### src/rtl/ttt_pkg.sv
// Shared tic-tac-toe types: cell marks, game result, move-controller states and
// the cursor wrap rule used by the move controller.
package ttt_pkg;
    localparam int unsigned N_CELLS = 9;
    localparam int unsigned CELL_W  = 4;
    localparam int unsigned MARK_W  = 2;
    localparam logic [CELL_W-1:0] CENTER_CELL = 4'd4;

    typedef enum logic [MARK_W-1:0] {EMPTY = 2'b00, X = 2'b01, O = 2'b10} cell_t;
    typedef enum logic [MARK_W-1:0] {NONE = 2'b00, X_WIN = 2'b01, O_WIN = 2'b10, DRAW = 2'b11} who_t;
    typedef enum logic [1:0] {IDLE, ISSUE, WAIT_ACK, OVER} ctrl_state_t;
    typedef enum logic [1:0] {DIR_RIGHT, DIR_LEFT, DIR_DOWN, DIR_UP} dir_t;

    // Move one step on the 3x3 grid, wrapping inside the current row or column.
    function automatic logic [CELL_W-1:0] cursor_step(input logic [CELL_W-1:0] cur, input dir_t dir);
        logic [CELL_W-1:0] row;
        logic [CELL_W-1:0] col;
        logic [CELL_W-1:0] nxt;
        row = cur / 4'd3;
        col = cur % 4'd3;
        nxt = cur;
        case (dir)
            DIR_RIGHT: nxt = (col == 4'd2) ? cur - 4'd2 : cur + 4'd1;
            DIR_LEFT:  nxt = (col == 4'd0) ? cur + 4'd2 : cur - 4'd1;
            DIR_DOWN:  nxt = (row == 4'd2) ? cur - 4'd6 : cur + 4'd3;
            DIR_UP:    nxt = (row == 4'd0) ? cur + 4'd6 : cur - 4'd3;
            default:   nxt = cur;
        endcase
        return nxt;
    endfunction
endpackage

### src/rtl/ttt_move_controller_if.sv
// Button, board read-back and move-strobe signals between the player-side
// controller (master) and the board/game side (slave).
interface ttt_move_if;
    logic       btn_left;
    logic       btn_right;
    logic       btn_up;
    logic       btn_down;
    logic       btn_confirm;
    logic [1:0] pos1, pos2, pos3, pos4, pos5, pos6, pos7, pos8, pos9;
    logic [1:0] who;
    logic       playX;
    logic       playO;
    logic [3:0] playerX_position;
    logic [3:0] playerO_position;
    logic [3:0] cursor;
    logic       turn;
    logic       reject;
    logic       game_over;

    modport master (
        input  btn_left, btn_right, btn_up, btn_down, btn_confirm,
        input  pos1, pos2, pos3, pos4, pos5, pos6, pos7, pos8, pos9, who,
        output playX, playO, playerX_position, playerO_position,
        output cursor, turn, reject, game_over
    );

    modport slave (
        output btn_left, btn_right, btn_up, btn_down, btn_confirm,
        output pos1, pos2, pos3, pos4, pos5, pos6, pos7, pos8, pos9, who,
        input  playX, playO, playerX_position, playerO_position,
        input  cursor, turn, reject, game_over
    );
endinterface

### src/rtl/ttt_move_controller_btn_edge.sv
// Rising-edge detector for one pre-synchronised level button.
module ttt_btn_edge (
    input  logic clk,
    input  logic rst,
    input  logic btn,
    output logic rise_c
);
    logic btn_q;

    always_ff @(posedge clk) begin
        if (rst) btn_q <= 1'b0;
        else     btn_q <= btn;
    end

    assign rise_c = btn & ~btn_q;
endmodule

### src/rtl/ttt_move_controller.sv
// Player-side move entry: cursor buttons to playX/playO strobes, with occupancy
// check, move acknowledge via board read-back, turn alternation and game-over stop.
module ttt_move_controller
    import ttt_pkg::*;
#(
    parameter int unsigned PLAY_CYCLES  = 5,
    parameter int unsigned ACK_TIMEOUT  = 16,
    parameter bit          FIRST_PLAYER = 1'b1
) (
    input  logic clk,
    input  logic rst,
    ttt_move_if.master bus
);
    localparam int unsigned PLAY_CW = $clog2(PLAY_CYCLES + 1);
    localparam int unsigned ACK_CW  = $clog2(ACK_TIMEOUT + 1);
    localparam int unsigned N_BTN   = 5;

    ctrl_state_t state_q, state_d;
    logic [CELL_W-1:0]  cursor_q, cursor_d, pos_x_q, pos_x_d, pos_o_q, pos_o_d;
    logic               turn_q, turn_d, play_x_q, play_x_d, play_o_q, play_o_d;
    logic               reject_q, reject_d, game_over_q, game_over_d;
    logic [PLAY_CW-1:0] issue_cnt_q;
    logic [ACK_CW-1:0]  ack_cnt_q;

    logic [N_BTN-1:0]   btn_raw, btn_rise_c;
    logic [N_CELLS-1:0][MARK_W-1:0] cells;
    logic               game_end_c, cell_free_c, acked_c;
    logic [CELL_W-1:0]  target_c;
    cell_t              mark_c;

    // Bit order: right, left, down, up, confirm.
    assign btn_raw = {bus.btn_confirm, bus.btn_up, bus.btn_down, bus.btn_left, bus.btn_right};

    for (genvar i = 0; i < N_BTN; i++) begin : g_edge
        ttt_btn_edge u_edge (.clk(clk), .rst(rst), .btn(btn_raw[i]), .rise_c(btn_rise_c[i]));
    end

    assign cells = {bus.pos9, bus.pos8, bus.pos7, bus.pos6, bus.pos5,
                    bus.pos4, bus.pos3, bus.pos2, bus.pos1};

    assign game_end_c  = (who_t'(bus.who) != NONE);
    assign cell_free_c = (cell_t'(cells[cursor_q]) == EMPTY);
    assign target_c    = turn_q ? pos_o_q : pos_x_q;
    assign mark_c      = turn_q ? O : X;
    assign acked_c     = (cell_t'(cells[target_c]) == mark_c);

    always_comb begin
        state_d  = state_q;
        cursor_d = cursor_q;
        turn_d   = turn_q;
        pos_x_d  = pos_x_q;
        pos_o_d  = pos_o_q;
        reject_d = 1'b0;
        unique case (state_q)
            IDLE: begin
                if (game_end_c) begin
                    state_d = OVER;
                end else if (btn_rise_c[4]) begin
                    if (cell_free_c) begin
                        state_d = ISSUE;
                        if (turn_q) pos_o_d = cursor_q;
                        else        pos_x_d = cursor_q;
                    end else begin
                        reject_d = 1'b1;
                    end
                end else begin
                    // Exactly one direction edge moves the cursor; none or several do nothing.
                    case (btn_rise_c[3:0])
                        4'b0001: cursor_d = cursor_step(cursor_q, DIR_RIGHT);
                        4'b0010: cursor_d = cursor_step(cursor_q, DIR_LEFT);
                        4'b0100: cursor_d = cursor_step(cursor_q, DIR_DOWN);
                        4'b1000: cursor_d = cursor_step(cursor_q, DIR_UP);
                        default: cursor_d = cursor_q;
                    endcase
                end
            end
            ISSUE: begin
                if (issue_cnt_q == PLAY_CW'(PLAY_CYCLES - 1)) state_d = WAIT_ACK;
            end
            WAIT_ACK: begin
                if (game_end_c) begin
                    state_d = OVER;
                end else if (acked_c) begin
                    turn_d  = ~turn_q;
                    state_d = IDLE;
                end else if (ack_cnt_q == ACK_CW'(ACK_TIMEOUT - 1)) begin
                    reject_d = 1'b1;
                    state_d  = IDLE;
                end
            end
            OVER: state_d = OVER;
            default: state_d = IDLE;
        endcase
        play_x_d    = (state_d == ISSUE) && !turn_q;
        play_o_d    = (state_d == ISSUE) &&  turn_q;
        game_over_d = (state_d == OVER) || game_end_c;
    end

    always_ff @(posedge clk) begin
        if (rst) begin
            state_q     <= IDLE;
            cursor_q    <= CENTER_CELL;
            turn_q      <= FIRST_PLAYER;
            pos_x_q     <= '0;
            pos_o_q     <= '0;
            play_x_q    <= 1'b0;
            play_o_q    <= 1'b0;
            reject_q    <= 1'b0;
            game_over_q <= 1'b0;
        end else begin
            state_q     <= state_d;
            cursor_q    <= cursor_d;
            turn_q      <= turn_d;
            pos_x_q     <= pos_x_d;
            pos_o_q     <= pos_o_d;
            play_x_q    <= play_x_d;
            play_o_q    <= play_o_d;
            reject_q    <= reject_d;
            game_over_q <= game_over_d;
        end
    end

    // Saturating per-state counters, cleared whenever the state changes.
    always_ff @(posedge clk) begin
        if (rst || (state_d != state_q)) begin
            issue_cnt_q <= '0;
            ack_cnt_q   <= '0;
        end else begin
            if (state_q == ISSUE && issue_cnt_q != PLAY_CW'(PLAY_CYCLES))
                issue_cnt_q <= issue_cnt_q + PLAY_CW'(1);
            if (state_q == WAIT_ACK && ack_cnt_q != ACK_CW'(ACK_TIMEOUT))
                ack_cnt_q <= ack_cnt_q + ACK_CW'(1);
        end
    end

    assign bus.playX            = play_x_q;
    assign bus.playO            = play_o_q;
    assign bus.playerX_position = pos_x_q;
    assign bus.playerO_position = pos_o_q;
    assign bus.cursor           = cursor_q;
    assign bus.turn             = turn_q;
    assign bus.reject           = reject_q;
    assign bus.game_over        = game_over_q;
endmodule

### src/flat_wrapper.sv
// flat-port wrapper written by rule: the top's interface ports become plain ports
module ttt_move_controller_flat import ttt_pkg::*;
#(
    parameter int unsigned PLAY_CYCLES  = 5,
    parameter int unsigned ACK_TIMEOUT  = 16,
    parameter bit          FIRST_PLAYER = 1'b1
)
  (clk, rst, bus_btn_left, bus_btn_right, bus_btn_up, bus_btn_down, bus_btn_confirm, bus_pos1, bus_pos2, bus_pos3, bus_pos4, bus_pos5, bus_pos6, bus_pos7, bus_pos8, bus_pos9, bus_who, bus_playX, bus_playO, bus_playerX_position, bus_playerO_position, bus_cursor, bus_turn, bus_reject, bus_game_over);
  ttt_move_if bus_i ();
  input  logic clk;
  input  logic rst;
  input wire logic [$bits(bus_i.btn_left)-1:0] bus_btn_left;
  input wire logic [$bits(bus_i.btn_right)-1:0] bus_btn_right;
  input wire logic [$bits(bus_i.btn_up)-1:0] bus_btn_up;
  input wire logic [$bits(bus_i.btn_down)-1:0] bus_btn_down;
  input wire logic [$bits(bus_i.btn_confirm)-1:0] bus_btn_confirm;
  input wire logic [$bits(bus_i.pos1)-1:0] bus_pos1;
  input wire logic [$bits(bus_i.pos2)-1:0] bus_pos2;
  input wire logic [$bits(bus_i.pos3)-1:0] bus_pos3;
  input wire logic [$bits(bus_i.pos4)-1:0] bus_pos4;
  input wire logic [$bits(bus_i.pos5)-1:0] bus_pos5;
  input wire logic [$bits(bus_i.pos6)-1:0] bus_pos6;
  input wire logic [$bits(bus_i.pos7)-1:0] bus_pos7;
  input wire logic [$bits(bus_i.pos8)-1:0] bus_pos8;
  input wire logic [$bits(bus_i.pos9)-1:0] bus_pos9;
  input wire logic [$bits(bus_i.who)-1:0] bus_who;
  output wire logic [$bits(bus_i.playX)-1:0] bus_playX;
  output wire logic [$bits(bus_i.playO)-1:0] bus_playO;
  output wire logic [$bits(bus_i.playerX_position)-1:0] bus_playerX_position;
  output wire logic [$bits(bus_i.playerO_position)-1:0] bus_playerO_position;
  output wire logic [$bits(bus_i.cursor)-1:0] bus_cursor;
  output wire logic [$bits(bus_i.turn)-1:0] bus_turn;
  output wire logic [$bits(bus_i.reject)-1:0] bus_reject;
  output wire logic [$bits(bus_i.game_over)-1:0] bus_game_over;
  assign bus_i.btn_left = bus_btn_left;
  assign bus_i.btn_right = bus_btn_right;
  assign bus_i.btn_up = bus_btn_up;
  assign bus_i.btn_down = bus_btn_down;
  assign bus_i.btn_confirm = bus_btn_confirm;
  assign bus_i.pos1 = bus_pos1;
  assign bus_i.pos2 = bus_pos2;
  assign bus_i.pos3 = bus_pos3;
  assign bus_i.pos4 = bus_pos4;
  assign bus_i.pos5 = bus_pos5;
  assign bus_i.pos6 = bus_pos6;
  assign bus_i.pos7 = bus_pos7;
  assign bus_i.pos8 = bus_pos8;
  assign bus_i.pos9 = bus_pos9;
  assign bus_i.who = bus_who;
  assign bus_playX = bus_i.playX;
  assign bus_playO = bus_i.playO;
  assign bus_playerX_position = bus_i.playerX_position;
  assign bus_playerO_position = bus_i.playerO_position;
  assign bus_cursor = bus_i.cursor;
  assign bus_turn = bus_i.turn;
  assign bus_reject = bus_i.reject;
  assign bus_game_over = bus_i.game_over;
  ttt_move_controller #(.PLAY_CYCLES(PLAY_CYCLES), .ACK_TIMEOUT(ACK_TIMEOUT), .FIRST_PLAYER(FIRST_PLAYER)) u_core (.clk(clk), .rst(rst), .bus(bus_i));
endmodule
### config.mk
export PLATFORM = sky130hd
export DESIGN_NAME = ttt_move_controller_flat
export DESIGN_NICKNAME = d
export VERILOG_FILES = /design/src/rtl/ttt_pkg.sv /design/src/rtl/ttt_move_controller_if.sv /design/src/rtl/ttt_move_controller_btn_edge.sv /design/src/rtl/ttt_move_controller.sv /design/src/flat_wrapper.sv
export SDC_FILE = /design/constraint.sdc
export NUM_CORES = 1
export LEC_CHECK = 0
export ABC_AREA = 1
export ABC_CLOCK_PERIOD_IN_PS = 2900
export CORE_ASPECT_RATIO = 0.75
export CORE_MARGIN = 10
export CORE_UTILIZATION = 45
export CTS_BUF_LIST = sky130_fd_sc_hd__clkbuf_4
export DETAILED_ROUTE_END_ITERATION = 10
export PLACE_DENSITY = 0.73
export SETUP_SLACK_MARGIN = 0.05
export SLEW_MARGIN = 20
export SYNTH_ARGS = -nofsm -noshare
export SYNTH_HDL_FRONTEND = slang
export SYNTH_HIERARCHICAL = 1
export SYNTH_SLANG_ARGS = --single-unit
export TNS_END_PERCENT = 10
### constraint.sdc
create_clock -name clk -period 2.9 [get_ports clk]
set_input_delay 0.435 -clock clk [delete_from_list [all_inputs] [get_ports clk]]
set_output_delay 0.435 -clock clk [all_outputs]
set_load 0.01 [all_outputs]
==> out/metrics.cfg <==
[setup_path]
slowest_delay_ns = 0.37
path_max_fanout = 11
slowest_stage = dfxtp_4
critical_path_class = flip-flop to flip-flop
rr_worst_depth = 21
crit_chain = buf_4 -> buf_6 -> ha_1 -> inv_2 -> ha_4 -> nand3_1 -> nand2_2 -> inv_2 -> ha_4 -> nor2_4 -> nand2_4 -> nand2_4 -> nand2_4 -> nor2_4 -> nand2_4 -> nand2_1 -> o21ai_1 -> nand2_1 -> nand3_1 -> nand2_1 -> nand2_1
arrival_ns = 2.90
cp.required_ns = 3.12
r2r_end = u_core/bus.cursor[2]
rrSetupSlack_ns = 0.22
critical_path.endpoint_type = flip-flop
start_kind = flip-flop
r2r-start = u_core/bus.cursor[1]

[global_route]
grt_pass1_vias = 2641
overflow = 0
grt_pass1_wl_um = 12200
grt.total_usage_pct = 15.5
grt_max_degree = 22
antenna_found_initial = 0

[sta]
finalWorstSetupSlack_ns = 0.218
period_share_pct = 92.5
fin_crit_ns = 2.68
fin_setup_tns_ns = 0
maxSlewViolCount = 0
finalHoldViolCount = 0
slew_headroom_pct = 75.6
finalSetupViolCount = 0
clock-skew-final_ns = 0.00388
worst_pin_slew_ns = 0.363
rsz0062_at_grt = no
fmax_mhz = 373

[placement]
place_congestion = 0.926
numPortBuffers = 43
post-place-ws_ns = -0.0167
place_hpwl_um = 5490
place_area_sq_mm = 0.00321
dp.cells = 541

[yosys]
yosysSeqAreaShare_pct = 24.1
synth_top_flop_cell = dfxtp_1
synthAdderAreaFrac_pct = 8.02
avgSynthCellArea_sq_um = 6.38
post_synth_num_cell_types = 38
ys.warnings.count = 6
synth_xor_area_share_pct = 4.29
synth_edf_count = 0
netlist_area_sq_mm = 0.00265
syn_inst = 416
synth_top_family_by_area = simple AND/OR/NAND/NOR gates
synth-simple-area-share_pct = 39.6
async_reset_ff_share_pct = 0
synth_mux_area_share_pct = 0
synth_compound_area_share_pct = 12.0
synth_seq_cells = 32
syn_nets = 460

[drt]
dr.pass1.iters = 5
ant_nets = 0
first_iter_violations = 245
via_per_inst = 5.11
wirelength_um = 7190
drc = 0
wire_per_inst_um = 13.1
vias = 2810

[final_layout]
diodes = 0
postLayoutCellArea_sq_mm = 0.00334
utilization_pct = 57.9
layout-drive-gt1-share_pct = 15.3
fillers = 583
fin_nets = 516
syn2layout_area_growth_pct = 25.7
fin_cells = 550

[hold_path]
hp-class = flip-flop to flip-flop
hold_depth = 3
worstHoldEndpoint = u_core/ack_cnt_q[2]
hp-start = u_core/ack_cnt_q[2]

[floorplanning]
fp.coreArea_sq_mm = 0.00577
die_area_sq_mm = 0.00940
row_count = 24
die_x_um = 109
die_h_um = 86.5
initial_utilization_pct = 46.0
ios = 44

[job]
maxCapViolCount = 0

[pwr]
leakagePower_nw = 1.51
powerDensity_mw_per_mm2 = 301
vdd_ir_drop_max_uv = 298

[clocking]
clock_sinks = 32
root_buffer = clkbuf_4
numCtsBuffers = 5
cts_hold_buf = 0
clk_pin_slew_worst_paths_ns = 0.09
tritoncts = done
clockBufferDepth = 2
worstSkewPairLatency_ns = 0.32
h-tree-depth = 2

[outcome]
status = completed

synthesized netlist by cell type (2+ instances only):
library cell   n  area, sq um
nand4_1        5         31.3
nor3_1         4         20.0
o211ai_1       3         22.5
o21ai_2        3         26.3
o21ai_0       20          100
inv_2          8         30.0
xor2_1        12          105
nand2_4        3         33.8
inv_1         53          199
nand2_1       96          360
a21oi_1       18         90.1
nand2_2        5         31.3
nor3_2         2         20.0
nor2_2         8         50.1
nand3_1       57          285
buf_2          2         10.0
ha_1          17          213
nor2_1        41          154
dfxtp_1       32          641
nor2_4         2         22.5
nor4_1         2         12.5
clkbuf_8       3         41.3
o21ai_1        5         25.0
cell families after synthesis:
logic type                 after synthesis
and+or+nand+nor                        228
buffers and inverters                   71
DFF                                     32
adders and majority gates               17
AOI/OAI and AO/OA                       55
xor gates and xnor gates                13
critical path: cells and delay by family (launching register included):
family / cells / cell delay, ns
AO/OA/AOI/OAI: 1 / 0.06
adder cells (fa/ha/maj): 3 / 0.53
buffers and inverters: 4 / 0.42
flip-flops: 1 / 0.37
AND/OR/NAND/NOR: 13 / 1.20
per-layer routing:
layer	track usage [%]	part of all wire (%)	up-vias
li1	-	-	1447
met1	21.1	48	1251
met2	24.8	43	110
met3	3.34	8.3	2
met4	2.87	0.24	0
met5	0	0	-
timing repair:
action                                  in CTS  in global routing
pin swaps                                    1                  6
resized for setup                            1                 17
endpoints found under the setup margin       4                  4
cloned                                       0                  0
setup buffers                                1                  1
worst max path at each step:
stage	start	end	slack, ns
after detailed placement	u_core/bus.cursor[1]	u_core/bus.cursor[1]	-0.02
after floorplan	u_core/bus.cursor[1]	u_core/bus.cursor[1]	0.07
after CTS	u_core/bus.cursor[1]	u_core/bus.cursor[1]	0.06
after global routing	u_core/bus.cursor[3]	u_core/bus.cursor[2]	0.03
final	u_core/bus.cursor[1]	u_core/bus.cursor[2]	0.22
after global placement	u_core/bus.cursor[1]	u_core/bus.cursor[1]	0.04
registers in the layout, summed over array words and instances, names as in the netlist:
| register | count |
|---|---|
| u_core/bus.playO | 1 |
| u_core/bus.playX | 1 |
| u_core/ack_cnt_q | 5 |
| u_core/bus.playerO_position | 4 |
| u_core/bus.game_over | 1 |
| u_core/bus.playerX_position | 4 |
| u_core/bus.turn | 1 |
| u_core/issue_cnt_q | 3 |
| u_core/state_q | 2 |
| u_core/bus.reject | 1 |
| u_core/g_edge.u_edge/btn_q | 5 |
| u_core/bus.cursor | 4 |
layout make-up:
type	instances	area [sq um]	area share [%]
inverters	63	249	7.46
multi-input cells	313	1750	52.6
clock buffers	6	45.0	1.35
repair buffers	57	539	16.2
flip-flops and latches	32	646	19.4
clock inverters	1	5.00	0.150
well taps	78	97.6	2.93
placed cells by master, fill, tap and decap left out, drive strengths merged:
master | synthesis | final
a21oi | 19 | 19
nor2 | 51 | 51
buf | 4 | 14
dfxtp | 32 | 32
clkbuf | 4 | 6
a31oi | 1 | 1
clkdlybuf4s50 | 0 | 43
o21ai | 29 | 29
or2 | 2 | 2
o221ai | 1 | 1
nand3 | 57 | 57
nor3 | 7 | 7
nand2 | 104 | 104
nor4 | 2 | 2
nand4 | 5 | 5
o2111ai | 1 | 1
xor2 | 12 | 12
inv | 62 | 62
ha | 17 | 17
xnor2 | 1 | 1
o22ai | 1 | 1
o211ai | 3 | 3
clkinv | 1 | 2
per-stage QoR:
| step | power [mW] | hold WS [ns] |
|---|---|---|
| 6_report | 1.00 | 0.536 |
| 5_1_grt | 1.07 | 0.574 |
| 4_1_cts | 0.999 | 0.537 |
| 3_5_place_dp | 0.758 | 0.526 |
| 3_3_place_gp | 0.754 | 0.515 |
| 2_1_floorplan | 0.660 | 0.492 |
report_power, final:
| group | internal (mW) | switching [mW] | leakage, nW | total (mW) |
|---|---|---|---|---|
| combinational | 0.122 | 0.168 | 1.22 | 0.290 |
| sequential | 0.458 | 0.0138 | 0.261 | 0.472 |
| clock | 0.0985 | 0.143 | 0.0315 | 0.241 |
| total | 0.679 | 0.325 | 1.51 | 1.00 |
(Power assumes the default switching activity.)
==> patch 1, RTL diff (same flow settings) <==
The 4 states of `ctrl_state_t` get a one-hot encoding in 4 bits.
--- a/src/rtl/ttt_pkg.sv
+++ b/src/rtl/ttt_pkg.sv
@@ -9,5 +9,5 @@
     typedef enum logic [MARK_W-1:0] {EMPTY = 2'b00, X = 2'b01, O = 2'b10} cell_t;
     typedef enum logic [MARK_W-1:0] {NONE = 2'b00, X_WIN = 2'b01, O_WIN = 2'b10, DRAW = 2'b11} who_t;
-    typedef enum logic [1:0] {IDLE, ISSUE, WAIT_ACK, OVER} ctrl_state_t;
+    typedef enum logic [3:0] {IDLE = 4'b0001, ISSUE = 4'b0010, WAIT_ACK = 4'b0100, OVER = 4'b1000} ctrl_state_t;
     typedef enum logic [1:0] {DIR_RIGHT, DIR_LEFT, DIR_DOWN, DIR_UP} dir_t;
 
Check against the original RTL: no difference found for any inputs over 10 cycles, from zero or initial values and one cycle with rst high; not proved beyond that.
==> patch 1 against the original RTL <==
First-iteration DRC count fell by 20%. Worst setup slack improved by 0.016 ns. Count of clock-buffer cells in the layout fell by 1. Routed wire length rose by 1.5%. Cell area rose by 6.1%. Sequential power rose by 3%. Synthesized cell count rose by 2.2%. Sequential share of layout area barely moved. Sequential cell count rose by 2. Synthesized area rose by 5.6%. Total power rose by 14%.
==> patch 1: results (changes against the original RTL) <==
[status]
status = finished clean

[placement]
place.gp.congestion = 0.902  ; -2.6%
pre_cts_ws_ns = -0.0427  ; -0.0259 ns
hpwlAfterDp_mm = 5.59  ; +1.9%
place_area_sq_mm = 0.00336  ; +4.5%
dp.cells = 547  ; +1.1%

[synthesis]
synth-adder-area-share = 0.0759  ; -0.00422
ys_types = 41  ; +7.9%
synth.net_count = 469  ; +2.0%
synth-compound-area-share = 0.127  ; +0.00706
ys_seq_area_frac = 0.243  ; +0.00157
synth-xor-area-share = 0.0496  ; +0.00667
synth_common_cells = 76 x nand2_1, 63 x inv_1, 49 x nand3_1, 42 x nor2_1, 34 x dfxtp_1

[power_and_ir_drop]
internal_power_w = 0.000791  ; +16%
peakVddDrop_mv = 0.198  ; -34%
p_leak_nw = 1.60  ; +5.7%
p_seq_frac = 0.425  ; -0.045
powerDensity_mw_per_mm2 = 324  ; +7.6%

[sta]
relSlewSlack = 0.640  ; -0.116
skew_ns = 0.0123  ; +0.00844 ns

[global_route]
globalRouteMet2Util = 0.233  ; -0.0144
grt_pass1_wl_mm = 12.2  ; -0.62%
track_usage = 0.144  ; -0.0117
grt_max_degree = 20  ; -9.1%
grt_util_met3 = 0.0379  ; +0.00451
grt_pass1_vias = 2647  ; +0.23%
met1_usage = 0.192  ; -0.0198

[final_layout]
fin_nets = 527  ; +2.1%
syn2layout_area_growth_pct = 26.4
fillCellCount = 576  ; -1.2%
drive_above_1_share = 0.180  ; +0.0272

[route]
via_count = 2895  ; +3.0%
wl_per_cell_microns = 13.0  ; -0.63%

[clock_tree]
cts.reportedPaths.clkPinSlew_ns = 0.11  ; +0.02 ns

[critical_path]
critPathArrivalTime_ns = 2.89  ; about the same
cp_max_fo = 7  ; -4

==> patch 1: cell count changes in the layout (fill, tap and decap cells not counted), sizes merged, moves of 2 or more <==
cell,delta
inv,+9
o21ai,+3
nand4,+4
nand3,-3
xnor2,+2
nand2,-15
buf,+4
dfxtp,+2
==> patch 1: final timing paths <==
check,cells past startpoint,slack (ns),to,startpoint
worst max-delay path,20,0.23,u_core/bus.cursor[2],u_core/bus.cursor[1]
worst min-delay path,2,0.50,u_core/bus.playerO_position[2],u_core/bus.playerO_position[2]
worst max register to register,20,0.23,u_core/bus.cursor[2],u_core/bus.cursor[1]
worst min register to register,2,0.50,u_core/bus.playerO_position[2],u_core/bus.playerO_position[2]
==> patch 1: area by class of cell <==
class,count,share of cell area
multi-input combinational,310,0.521
sequential,34,0.194
timing repair buffer,61,0.160
inverter,71,0.0760
tap,78,0.0276
clock inverter,3,0.0113
clock buffer,5,0.0106
==> patch 1: layer usage <==
layer / share of wire / vias up
met5: 0 / -
met4: 0.0038 / 0
met3: 0.084 / 4
met2: 0.43 / 118
met1: 0.48 / 1285
li1: - / 1488
==> patch 1: tightest hold or removal path: stages (launching register included) <==
cell and delay [ns]:
dfxtp_1 0.33, inv_1 0.08, a21oi_1 0.06
==> patch 1: cells by family after synthesis <==
| kind of cell | count (synthesis) |
|---|---|
| and+or+nand+nor | 218 |
| buffers and inverters | 81 |
| adders and majority gates | 17 |
| DFF | 34 |
| AOI/OAI and AO/OA | 60 |
| xor gates and xnor gates | 15 |
==> patch 1: repair_timing <==
action,CTS,global route
buffers inserted,2,5
setup endpoints to repair,4,4
gates resized for setup,4,8
endpoints found under the hold margin,0,0
pin swaps,0,10
==> patch 2, RTL diff (config.mk and constraints unchanged) <==
Without the edit above. `FIRST_PLAYER` is set to 1'b1 in 2 places; all go to 1'b0.
--- a/src/rtl/ttt_move_controller.sv
+++ b/src/rtl/ttt_move_controller.sv
@@ -6,5 +6,5 @@
     parameter int unsigned PLAY_CYCLES  = 5,
     parameter int unsigned ACK_TIMEOUT  = 16,
-    parameter bit          FIRST_PLAYER = 1'b1
+    parameter bit          FIRST_PLAYER = 1'b0
 ) (
     input  logic clk,
--- a/src/flat_wrapper.sv
+++ b/src/flat_wrapper.sv
@@ -4,5 +4,5 @@
     parameter int unsigned PLAY_CYCLES  = 5,
     parameter int unsigned ACK_TIMEOUT  = 16,
-    parameter bit          FIRST_PLAYER = 1'b1
+    parameter bit          FIRST_PLAYER = 1'b0
 )
   (clk, rst, bus_btn_left, bus_btn_right, bus_btn_up, bus_btn_down, bus_btn_confirm, bus_pos1, bus_pos2, bus_pos3, bus_pos4, bus_pos5, bus_pos6, bus_pos7, bus_pos8, bus_pos9, bus_who, bus_playX, bus_playO, bus_playerX_position, bus_playerO_position, bus_cursor, bus_turn, bus_reject, bus_game_over);
Formal check against the unedited RTL: not equivalent (Yosys sat finds a counterexample within 4 cycles, from zero or initial values and one cycle with rst high).
==> patch 2 against the original RTL <==
Synthesized area is essentially flat. Routed wire length rose by 2.8%. Hold slack better by 0.0098 ns. Utilization rose by 1.9 points. Via count increased by 4.6%. Cell area rose by 3.3%. Worst setup slack worse by 0.025 ns. Total power rose by 11%. Sequential cell count is the same.
==> patch 2: results (changes against the original RTL) <==
[route]
route.met3.wl_microns = 688  ; +15%
dr_wl_met2_mm = 3.17  ; +2.5%
via_count = 2939  ; +4.6%
drt_iter0_drc = 164  ; -33%
routed_wl_mm = 7.39  ; +2.8%

[final_layout]
drive_above_1_share = 0.178  ; +0.0257
fin_nets = 520  ; +0.78%

[global_route]
grt_util_met3 = 0.0467  ; +0.0133
met1_usage = 0.207  ; -0.00425
globalRouteMet2Util = 0.234  ; -0.0137

[synthesis]
synth-xor-area-share = 0.0429  ; about the same
ys_types = 39  ; +2.6%
ys_top_cells_by_area = dfxtp_1 24%, nand2_1 13%, nand3_1 11%, ha_1 8.0%, inv_1 7.5%
synth_common_cells = 94 x nand2_1, 57 x nand3_1, 53 x inv_1, 42 x nor2_1, 32 x dfxtp_1
ys_seq_area_frac = 0.242  ; about the same
synth-compound-area-share = 0.119  ; -0.00130
synth-adder-area-share = 0.0802  ; about the same

[clock_tree]
cts.reportedPaths.clkPinSlew_ns = 0.11  ; +0.02 ns

[power_and_ir_drop]
p_seq_frac = 0.425  ; -0.045
internal_power_w = 0.000773  ; +14%
clkPwrFrac = 0.309  ; +0.068
power.switching_w = 0.000339  ; +4.4%
p_leak_nw = 1.54  ; +1.8%

[hold_path]
min_path_cells = 2  ; -1

[critical_path]
cp_max_fo = 6  ; -5
rr_worst_depth = 23  ; +9.5%
slowest_delay_ns = 0.40  ; +0.03 ns

[placement]
place.gp.congestion = 0.984  ; +6.4%
hpwlAfterDp_mm = 5.57  ; +1.5%

[sta]
skew_ns = 0.0127  ; +0.00886 ns
relSlewSlack = 0.747  ; -0.00925

[status]
status = finished clean

## patch 2: changes by cell type after synthesis, sizes merged
cell   delta
nand2     -1
nor2      +1
## patch 2: final timing paths
path / end / from / slack [ns]
worst max-delay path: u_core/bus.cursor[0] / u_core/bus.cursor[1] / 0.19
worst min-delay path: u_core/ack_cnt_q[4] / u_core/ack_cnt_q[4] / 0.55
worst max register to register: u_core/bus.cursor[0] / u_core/bus.cursor[1] / 0.19
worst min register to register: u_core/ack_cnt_q[4] / u_core/ack_cnt_q[4] / 0.55
## patch 2: kinds of logic (layout without fill, tap and decap cells)
group | Yosys count | count (layout)
DFF | 32 | 32
AOI/OAI and AO/OA | 55 | 55
buffers and inverters | 71 | 132
and+or+nand+nor | 228 | 228
adders and majority gates | 17 | 17
xor gates and xnor gates | 13 | 13
## patch 2: layout make-up
cell class,count,area (sq um)
clock buffers,6,45.0
well taps,78,97.6
repair buffers,61,566
fillers,561,2320
clock inverters,2,35.0
multi-input cells,313,1800
inverters,63,249
flip-flops and latches,32,649
